**src/rtl/mem_subword_if.sv**
```systemverilog
// Bundle of pipeline-side request/response and memory-side bus signals
// for the MEM-stage sub-word load/store unit.
interface mem_subword_if;
  logic        req_valid;
  logic        req_ready;
  logic        req_we;
  logic [1:0]  req_size;
  logic        req_sext;
  logic [31:0] req_addr;
  logic [31:0] req_wdata;
  logic        stall;
  logic        resp_valid;
  logic [31:0] resp_rdata;
  logic [1:0]  resp_err;
  logic        mem_req;
  logic        mem_we;
  logic [31:0] mem_addr;
  logic [3:0]  mem_be;
  logic [31:0] mem_wdata;
  logic        mem_ack;
  logic [31:0] mem_rdata;

  // The unit itself: accepts pipeline requests, drives the memory bus.
  modport slave (
    input  req_valid, req_we, req_size, req_sext, req_addr, req_wdata,
    input  mem_ack, mem_rdata,
    output req_ready, stall, resp_valid, resp_rdata, resp_err,
    output mem_req, mem_we, mem_addr, mem_be, mem_wdata
  );

  // The environment: pipeline MEM stage plus data memory.
  modport master (
    output req_valid, req_we, req_size, req_sext, req_addr, req_wdata,
    output mem_ack, mem_rdata,
    input  req_ready, stall, resp_valid, resp_rdata, resp_err,
    input  mem_req, mem_we, mem_addr, mem_be, mem_wdata
  );
endinterface

```
**src/rtl/mem_subword_unit.sv**
```systemverilog
// MEM-stage load/store unit: byte-lane store narrowing, sub-word load
// extraction, memory handshake with timeout and error reporting.
//
// state | meaning
// IDLE  | ready for a new access; checks and latches the request
// WAIT  | mem_req held with stable address/lanes until ack or timeout
// RESP  | one-cycle resp_valid pulse with registered data and error code
module mem_subword_unit #(
  parameter int TIMEOUT = 255
) (
  input logic          clk,
  input logic          reset,
  mem_subword_if.slave bus
);

  typedef enum logic [1:0] {IDLE, WAIT, RESP} state_t;

  localparam logic [7:0] TO_LAST = 8'(TIMEOUT - 1);

  state_t      state, state_nxt;
  logic        accept, mem_done, mem_abort;
  logic [1:0]  chk_err;
  logic [3:0]  st_be;
  logic [31:0] st_wdata;

  logic [1:0]  lane;
  logic [1:0]  lsize;
  logic        lsext;
  logic        lwe;
  logic [7:0]  cnt;
  logic [7:0]  ld_byte;
  logic [15:0] ld_half;
  logic [31:0] ld_data;

  logic        mem_req_q, mem_we_q;
  logic [31:0] mem_addr_q, mem_wdata_q, resp_rdata_q;
  logic [3:0]  mem_be_q;
  logic [1:0]  resp_err_q;

  // Illegal size outranks misalignment.
  always_comb begin
    chk_err = 2'b00;
    if (bus.req_size == 2'b11)
      chk_err = 2'b10;
    else if ((bus.req_size == 2'b01 && bus.req_addr[0]) ||
             (bus.req_size == 2'b10 && bus.req_addr[1:0] != 2'b00))
      chk_err = 2'b01;
  end

  always_comb begin
    st_be    = 4'b1111;
    st_wdata = bus.req_wdata;
    case (bus.req_size)
      2'b00: begin
        st_be    = 4'b0001 << bus.req_addr[1:0];
        st_wdata = {4{bus.req_wdata[7:0]}};
      end
      2'b01: begin
        st_be    = bus.req_addr[1] ? 4'b1100 : 4'b0011;
        st_wdata = {2{bus.req_wdata[15:0]}};
      end
      default: ;
    endcase
  end

  always_comb begin
    ld_byte = bus.mem_rdata[7:0];
    case (lane)
      2'd1:    ld_byte = bus.mem_rdata[15:8];
      2'd2:    ld_byte = bus.mem_rdata[23:16];
      2'd3:    ld_byte = bus.mem_rdata[31:24];
      default: ;
    endcase
    ld_half = lane[1] ? bus.mem_rdata[31:16] : bus.mem_rdata[15:0];
    case (lsize)
      2'b00:   ld_data = {{24{lsext & ld_byte[7]}}, ld_byte};
      2'b01:   ld_data = {{16{lsext & ld_half[15]}}, ld_half};
      default: ld_data = bus.mem_rdata;
    endcase
  end

  always_ff @(posedge clk) begin
    if (reset) state <= IDLE;
    else       state <= state_nxt;
  end

  // An ack in the same cycle the counter expires wins over the timeout.
  always_comb begin
    state_nxt = state;
    accept    = 1'b0;
    mem_done  = 1'b0;
    mem_abort = 1'b0;
    case (state)
      IDLE: begin
        if (bus.req_valid) begin
          accept    = 1'b1;
          state_nxt = (chk_err != 2'b00) ? RESP : WAIT;
        end
      end
      WAIT: begin
        if (bus.mem_ack) begin
          mem_done  = 1'b1;
          state_nxt = RESP;
        end else if (cnt == TO_LAST) begin
          mem_abort = 1'b1;
          state_nxt = RESP;
        end
      end
      RESP:    state_nxt = IDLE;
      default: state_nxt = IDLE;
    endcase
  end

  always_ff @(posedge clk) begin
    if (reset) begin
      lane         <= 2'b00;
      lsize        <= 2'b00;
      lsext        <= 1'b0;
      lwe          <= 1'b0;
      cnt          <= 8'd0;
      mem_req_q    <= 1'b0;
      mem_we_q     <= 1'b0;
      mem_addr_q   <= 32'd0;
      mem_be_q     <= 4'd0;
      mem_wdata_q  <= 32'd0;
      resp_rdata_q <= 32'd0;
      resp_err_q   <= 2'b00;
    end else begin
      if (accept) begin
        lane         <= bus.req_addr[1:0];
        lsize        <= bus.req_size;
        lsext        <= bus.req_sext;
        lwe          <= bus.req_we;
        cnt          <= 8'd0;
        resp_rdata_q <= 32'd0;
        resp_err_q   <= chk_err;
        if (chk_err == 2'b00) begin
          mem_req_q   <= 1'b1;
          mem_we_q    <= bus.req_we;
          mem_addr_q  <= {bus.req_addr[31:2], 2'b00};
          mem_be_q    <= bus.req_we ? st_be : 4'b1111;
          mem_wdata_q <= bus.req_we ? st_wdata : 32'd0;
        end
      end
      if (mem_done) begin
        mem_req_q    <= 1'b0;
        mem_we_q     <= 1'b0;
        resp_rdata_q <= lwe ? 32'd0 : ld_data;
      end else if (mem_abort) begin
        mem_req_q  <= 1'b0;
        mem_we_q   <= 1'b0;
        resp_err_q <= 2'b11;
        cnt        <= cnt + 8'd1;
      end else if (state == WAIT) begin
        cnt <= cnt + 8'd1;
      end
    end
  end

  assign bus.req_ready  = (state == IDLE) && !reset;
  assign bus.stall      = (state != IDLE);
  assign bus.resp_valid = (state == RESP);
  assign bus.resp_rdata = resp_rdata_q;
  assign bus.resp_err   = resp_err_q;
  assign bus.mem_req    = mem_req_q;
  assign bus.mem_we     = mem_we_q;
  assign bus.mem_addr   = mem_addr_q;
  assign bus.mem_be     = mem_be_q;
  assign bus.mem_wdata  = mem_wdata_q;

endmodule

```
**src/flat_wrapper.sv**
```systemverilog
// flat-port wrapper written by rule: the top's interface ports become plain ports
module mem_subword_unit_flat 
#(
  parameter int TIMEOUT = 255
)
  (clk, reset, bus_req_valid, bus_req_we, bus_req_size, bus_req_sext, bus_req_addr, bus_req_wdata, bus_mem_ack, bus_mem_rdata, bus_req_ready, bus_stall, bus_resp_valid, bus_resp_rdata, bus_resp_err, bus_mem_req, bus_mem_we, bus_mem_addr, bus_mem_be, bus_mem_wdata);
  mem_subword_if bus_i ();
  input logic clk;
  input logic reset;
  input wire logic [$bits(bus_i.req_valid)-1:0] bus_req_valid;
  input wire logic [$bits(bus_i.req_we)-1:0] bus_req_we;
  input wire logic [$bits(bus_i.req_size)-1:0] bus_req_size;
  input wire logic [$bits(bus_i.req_sext)-1:0] bus_req_sext;
  input wire logic [$bits(bus_i.req_addr)-1:0] bus_req_addr;
  input wire logic [$bits(bus_i.req_wdata)-1:0] bus_req_wdata;
  input wire logic [$bits(bus_i.mem_ack)-1:0] bus_mem_ack;
  input wire logic [$bits(bus_i.mem_rdata)-1:0] bus_mem_rdata;
  output wire logic [$bits(bus_i.req_ready)-1:0] bus_req_ready;
  output wire logic [$bits(bus_i.stall)-1:0] bus_stall;
  output wire logic [$bits(bus_i.resp_valid)-1:0] bus_resp_valid;
  output wire logic [$bits(bus_i.resp_rdata)-1:0] bus_resp_rdata;
  output wire logic [$bits(bus_i.resp_err)-1:0] bus_resp_err;
  output wire logic [$bits(bus_i.mem_req)-1:0] bus_mem_req;
  output wire logic [$bits(bus_i.mem_we)-1:0] bus_mem_we;
  output wire logic [$bits(bus_i.mem_addr)-1:0] bus_mem_addr;
  output wire logic [$bits(bus_i.mem_be)-1:0] bus_mem_be;
  output wire logic [$bits(bus_i.mem_wdata)-1:0] bus_mem_wdata;
  assign bus_i.req_valid = bus_req_valid;
  assign bus_i.req_we = bus_req_we;
  assign bus_i.req_size = bus_req_size;
  assign bus_i.req_sext = bus_req_sext;
  assign bus_i.req_addr = bus_req_addr;
  assign bus_i.req_wdata = bus_req_wdata;
  assign bus_i.mem_ack = bus_mem_ack;
  assign bus_i.mem_rdata = bus_mem_rdata;
  assign bus_req_ready = bus_i.req_ready;
  assign bus_stall = bus_i.stall;
  assign bus_resp_valid = bus_i.resp_valid;
  assign bus_resp_rdata = bus_i.resp_rdata;
  assign bus_resp_err = bus_i.resp_err;
  assign bus_mem_req = bus_i.mem_req;
  assign bus_mem_we = bus_i.mem_we;
  assign bus_mem_addr = bus_i.mem_addr;
  assign bus_mem_be = bus_i.mem_be;
  assign bus_mem_wdata = bus_i.mem_wdata;
  mem_subword_unit #(.TIMEOUT(TIMEOUT)) u_core (.clk(clk), .reset(reset), .bus(bus_i));
endmodule
```
**config.mk**
```make
export PLATFORM = sky130hd
export DESIGN_NAME = mem_subword_unit_flat
export DESIGN_NICKNAME = d
export VERILOG_FILES = /design/src/rtl/mem_subword_if.sv /design/src/rtl/mem_subword_unit.sv /design/src/flat_wrapper.sv
export SDC_FILE = /design/constraint.sdc
export NUM_CORES = 1
export LEC_CHECK = 0
export ABC_AREA = 0
export CAP_MARGIN = 20
export CORE_UTILIZATION = 43
export CTS_CLUSTER_DIAMETER = 50
export DETAILED_ROUTE_END_ITERATION = 10
export PLACE_DENSITY = 0.8
export SETUP_SLACK_MARGIN = 0.1
export SLEW_MARGIN = 20
export SYNTH_ARGS = -nofsm -noshare
export SYNTH_HDL_FRONTEND = slang
export SYNTH_SLANG_ARGS = --single-unit
```
**constraint.sdc**
```tcl
create_clock -name clk -period 2.35 [get_ports clk]
set_input_delay 0.47 -clock clk [delete_from_list [all_inputs] [get_ports clk]]
set_output_delay 0.47 -clock clk [all_outputs]
set_load 0.01 [all_outputs]
```
# --- Word-level counts from Yosys, hierarchy flattened ---
# Cells that the tools add are included.
op_classes:
  addsub: 1
  n_mul: 0
  div: 0
  magnitude_cmp: 0
  n_eq_ne: 12
  shift: 1
  mux: 32
  n_bitwise: 2
  reduce_logical: 16
op_table:
  columns: ["operator", "n"]
  rows:
  - ["$mux 32", 4]
  - ["$pmux 32 s2", 2]
  - ["$mux 8", 4]
  - ["$pmux 8 s3", 1]
  - ["$mux 16", 1]
  - ["$mux 2", 8]
  - ["$eq 2x2->1 const B", 5]
  - ["$add 8x1->8 const B", 1]
  - ["$eq 2x1->1 const B", 4]
  - ["$eq 8x8->1 const B", 1]
  - ["$logic_not 2->1", 4]
  - ["$mux 1", 8]
  - ["$mux 4", 2]
  - ["$pmux 4 s2", 1]
  - ["$reduce_bool 2->1", 4]
  - ["$pmux 2 s2", 1]
  - ["$reduce_and 2->1", 2]
  - ["$shl 1x2->4 const A", 1]
  - ["$logic_and 1x1->1", 3]
  - ["$ne 3x2->1 const B", 1]
  - ["$reduce_or 3->1", 1]
  - ["$and 1x1->1", 2]
  - ["$ne 2x2->1 const B", 1]
  - ["$logic_not 1->1", 1]
  - ["$logic_or 1x1->1", 1]
word_totals:
  regBits: 118
  latchBits: 0
  ramBits: 0
  romBits: 0
  inputBits: 104
  out_inout_bits: 107
  word_cells: 77
  memories: 0

# --- Logic depth before layout (Yosys ltp) ---
depth:
  ltp_word: 9
  depth_mapped: 8
  mapped_depth_nobuf: 5

# --- Least setup slack after synthesis ---
# OpenSTA, ideal clock, no wires.
synth_timing:
  kind: "in2reg"
  start: "in bus_req_size[0]"
  end: "reg u_core.mem_addr_q[10], in the netlist u_core.bus.mem_addr[10]"
  setup_ns: 0.132
  arrival_time_ns: 1.692
  required_time_ns: 2.218
  setup_slack_ns: 0.526
  path_stages: 7
  path_buffers: 3
  cell_sequence: "buf_2 -> or3_1 -> a21o_1 -> buf_2 -> clkbuf_1 -> nand2_1 -> a21oi_1"
synth_between:
  elab_chain_len: 7
  elab_cells_between_ends: 10
  cone_classes: "eq/ne: 3; mux: 2; reduce/logical: 5"
synth_rtl:
  columns: ["element", "line_no", "text"]
  rows:
  - ["from (decl)", "flat_wrapper.sv:12", "input wire logic [$bits(bus_i.req_size)-1:0] bus_req_size;"]
  - ["$eq 2x1->1 / $eq 2x2->1 (equally long branches)", "mem_subword_unit.sv:45, mem_subword_unit.sv:46", null]
  - ["$logic_and 1x1->1, on equally long branches", "mem_subword_unit.sv:45, mem_subword_unit.sv:46", null]
  - ["$logic_or 1x1->1", "mem_subword_unit.sv:45", "else if ((bus.req_size == 2'b01 && bus.req_addr[0]) ||"]
  - ["$mux 1", "mem_subword_unit.sv:45", null]
  - ["$mux 2 (*)", "mem_subword_unit.sv:43", "if (bus.req_size == 2'b11)"]
  - ["$logic_not 2->1 (*)", "mem_subword_unit.sv:137", "if (chk_err == 2'b00) begin"]
  - ["$reduce_and 2->1 (no source line) (*)", null, null]
  - ["to (signal assigned)", "mem_subword_unit.sv:140", "mem_addr_q <= {bus.req_addr[31:2], 2'b00};"]
  - ["to (decl)", "mem_subword_unit.sv:36", "logic [31:0] mem_addr_q, mem_wdata_q, resp_rdata_q;"]
# Every way passes the cells marked *; elsewhere a longest branch is shown, timed or not.
# A chain may end at the register's enable or synchronous reset.

# --- Worst setup path after layout ---
layout_timing:
  start: "reg u_core.state[1]"
  end: "out bus_stall"
layout_between:
  elab_chain_len: 1
layout_rtl:
  columns: ["element", "line_no", "text"]
  rows:
  - ["from (decl)", "mem_subword_unit.sv:20", "state_t state, state_nxt;"]
  - ["from (signal assigned)", "mem_subword_unit.sv:84", "else state <= state_nxt;"]
  - ["$reduce_bool 2->1", "mem_subword_unit.sv:161", "assign bus.stall = (state != IDLE);"]
  - ["to (decl)", "flat_wrapper.sv:19", "output wire logic [$bits(bus_i.stall)-1:0] bus_stall;"]
# No other way between the ends.

==> results.toml <==
[synth]
yosys_most_used_dff = "dfxtp_1"
yosysUniqueCellTypes = 48
avgSynthCellArea_sq_um = 8.50
syn_inst = 613
yosysWarnings = 0
yosysSeqAreaShare = 0.453
synth-seq-cells = 118
synth_edf_count = 0
ys_async_sr_fraction = 0
netlist_area_sq_um = 5210

[floorplan]
die_x_um = 112
die_area_sq_um = 12600
dieHeight_um = 112
core_area_sq_um = 11600
row_count = 39
ios = 211
start_util = 0.449

[grt]
gr-usage-all-layers = 0.260
grt_pass1_wl_um = 25600
grt_max_degree = 60
grt_pass1_vias = 5133
antenna_found_initial = 0
grt.overflow.total = 0

[final_layout]
fillers = 888
layout-drive-gt1-share = 0.110
synthToLayoutAreaGrowth_pct = 53.9
multi_input_area_sq_um = 2590
fin_nets = 920
seqCellArea_sq_um = 2360
diodes = 0

[place]
place_ws_ns = 0.0576
portBuffers = 208
dpl.hpwl_um = 12000
gp_congestion = 0.819

[sta]
slew_headroom = 0.592
hold_violations = 0
fin_crit_ns = 2.07
period_share = 0.879
setup_viol = 0
worst_slack_ns = 0.284
slew_viol_final = 0
finClkSkew_ns = 0.00948
fmax_mhz = 484
tightest_slew_ns = 0.613
fin_tns_setup_ns = 0
rsz0062_at_grt = "false"

[outcome]
outcome = "finished with violations"
failed_checks = "design-rule violations"

[clock_network]
htree_levels = 4
cts_made_buffers = 17
clock-root-buffer = "clkbuf_16"
cts_tree = "yes"
clk_pin_slew_worst_paths_ns = 0.05
clockBufferDepth = 2
clk_latency_ns = 0.41
cts_sinks = 118

[critical_path]
startpoint_type = "flop"
path_class = "flop to primary output"
path_max_fanout = 9
required_ns = 1.88
worstPathArrival_ns = 1.60
cp-end-kind = "primary output"

[routing]
drcViolationCount = 15
viasPerCell = 5.56
firstDrtPassIters = 9
vias = 5377
drt_wl_total_um = 16400
ant_nets = 0
drtIter0Drc = 360
wl_per_cell_um = 16.9

[power]
powerDensity_nw_per_um2 = 669
p_leak_nw = 2.88
vdd_ir_drop_max_v = 0.000467

[run]
cap_violations = 0

[min_path]
min_path_type = "flop to flop"
## path summary, 6_finish.rpt
| kind | from | slack, ns | depth (start not counted) | to |
|---|---|---|---|---|
| max | u_core.state[1] | 0.28 | 2 | bus_stall |
| max reg2reg | u_core.state[0] | 0.53 | 4 | u_core.bus.resp_rdata[26] |
| min reg2reg | u_core.bus.mem_wdata[11] | 0.45 | 2 | u_core.bus.mem_wdata[11] |
| min | u_core.bus.mem_wdata[11] | 0.45 | 2 | u_core.bus.mem_wdata[11] |
## per-stage QoR
| step | hold slack [ns] | util | instances | power (W) | cell area, sq um |
|---|---|---|---|---|---|
| after detailed placement | 0.445 | 0.643 | 938 | 0.00299 | 7470 |
| after global placement | 0.439 | 0.643 | 938 | 0.00297 | 7470 |
| final | 0.448 | 0.691 | 967 | 0.00537 | 8020 |
| after CTS | 0.451 | 0.690 | 967 | 0.00539 | 8020 |
| after global routing | 0.461 | 0.691 | 967 | 0.00556 | 8020 |
| after floorplan | 0.437 | - | 614 | 0.00255 | 5220 |
## synthesized netlist by cell type, drive strengths merged (3+ instances only)
cell,count,area [sq um]
a2111oi,3,26.3
a211oi,5,37.5
a21oi,93,477
a221o,16,160
a22o,10,87.6
a31oi,4,25.0
and2,3,18.8
and3,3,18.8
buf,22,134
clkbuf,32,120
dfxtp,118,2360
inv,6,22.5
mux2,28,315
mux2i,6,60.1
nand2,117,439
nand2b,13,81.3
nand3,29,145
nand4,3,18.8
nor2,23,86.3
nor2b,10,62.6
nor3b,6,55.1
o2111ai,8,70.1
o21ai,12,60.1
o22ai,9,56.3
o2bb2ai,6,52.6
or3,5,31.3
## where the power goes
part           internal, W  total, W  leakage, nW  switching, W
combinational     0.000440  0.000828         1.65      0.000388
sequential         0.00208   0.00213        0.958     0.0000551
clock              0.00157   0.00241        0.275      0.000840
total              0.00409   0.00537         2.88       0.00128
## cell type report
| class | instances | share of cell area |
|---|---|---|
| clock buffers | 25 | 0.0630 |
| inverters | 6 | 0.00281 |
| repair buffers | 235 | 0.289 |
| well taps | 143 | 0.0223 |
| multi-input cells | 436 | 0.322 |
| flip-flops and latches | 118 | 0.295 |
| clock inverters | 4 | 0.00562 |
## timing repair
action	in CTS	in global routing
resized for setup	0	1
setup endpoints to repair	0	1
setup buffers	0	0
hold buffers	0	0
## worst max-delay path, stage by stage, from the launching register on
cell and delay (ns):
dfxtp_1 0.38, or2_2 0.33, clkdlybuf4s50_1 0.48
## flip-flops by register name, indices dropped and copies added (netlist names)
register and count:
u_core.state 2, u_core.bus.resp_rdata 32, u_core.bus.resp_err 2, u_core.lsize 2, u_core.lwe 1, u_core.bus.mem_be 4, u_core.lsext 1, u_core.lane 2
u_core.bus.mem_we 1, u_core.cnt 8, u_core.bus.mem_req 1, u_core.bus.mem_addr 30, u_core.bus.mem_wdata 32
## cells by family after synthesis
kind of cell,Yosys count,share of synthesized area
AOI/OAI and AO/OA,177,0.219
other,1,0.000720
DFF,118,0.453
and+or+nand+nor,220,0.195
xor gates and xnor gates,1,0.00168
muxes,34,0.0720
buffers and inverters,60,0.0531
adders and majority gates,2,0.00480
## cells in the final DEF (no fill, tap or decap), drive strengths merged, types with 9 or more instances in the layout
master,n
a22o,10
nor2,23
dfxtp,118
nand2b,13
nand2,117
a21oi,93
nand3,29
clkdlybuf4s50,206
o21ai,12
nor2b,10
mux2,28
clkbuf,25
buf,28
o22ai,9
a221o,16
## per-layer routing
| metal | GRT usage | wire [um] | vias up | share of wire |
|---|---|---|---|---|
| met3 | 0.107 | 1680 | 37 | 0.10 |
| met1 | 0.301 | 6630 | 2507 | 0.41 |
| met2 | 0.415 | 7520 | 250 | 0.46 |
| met4 | 0.132 | 538 | 0 | 0.033 |
| met5 | 0 | 0 | - | 0 |
| li1 | - | - | 2583 | - |
No activity file was read; power rests on OpenSTA's default activity.
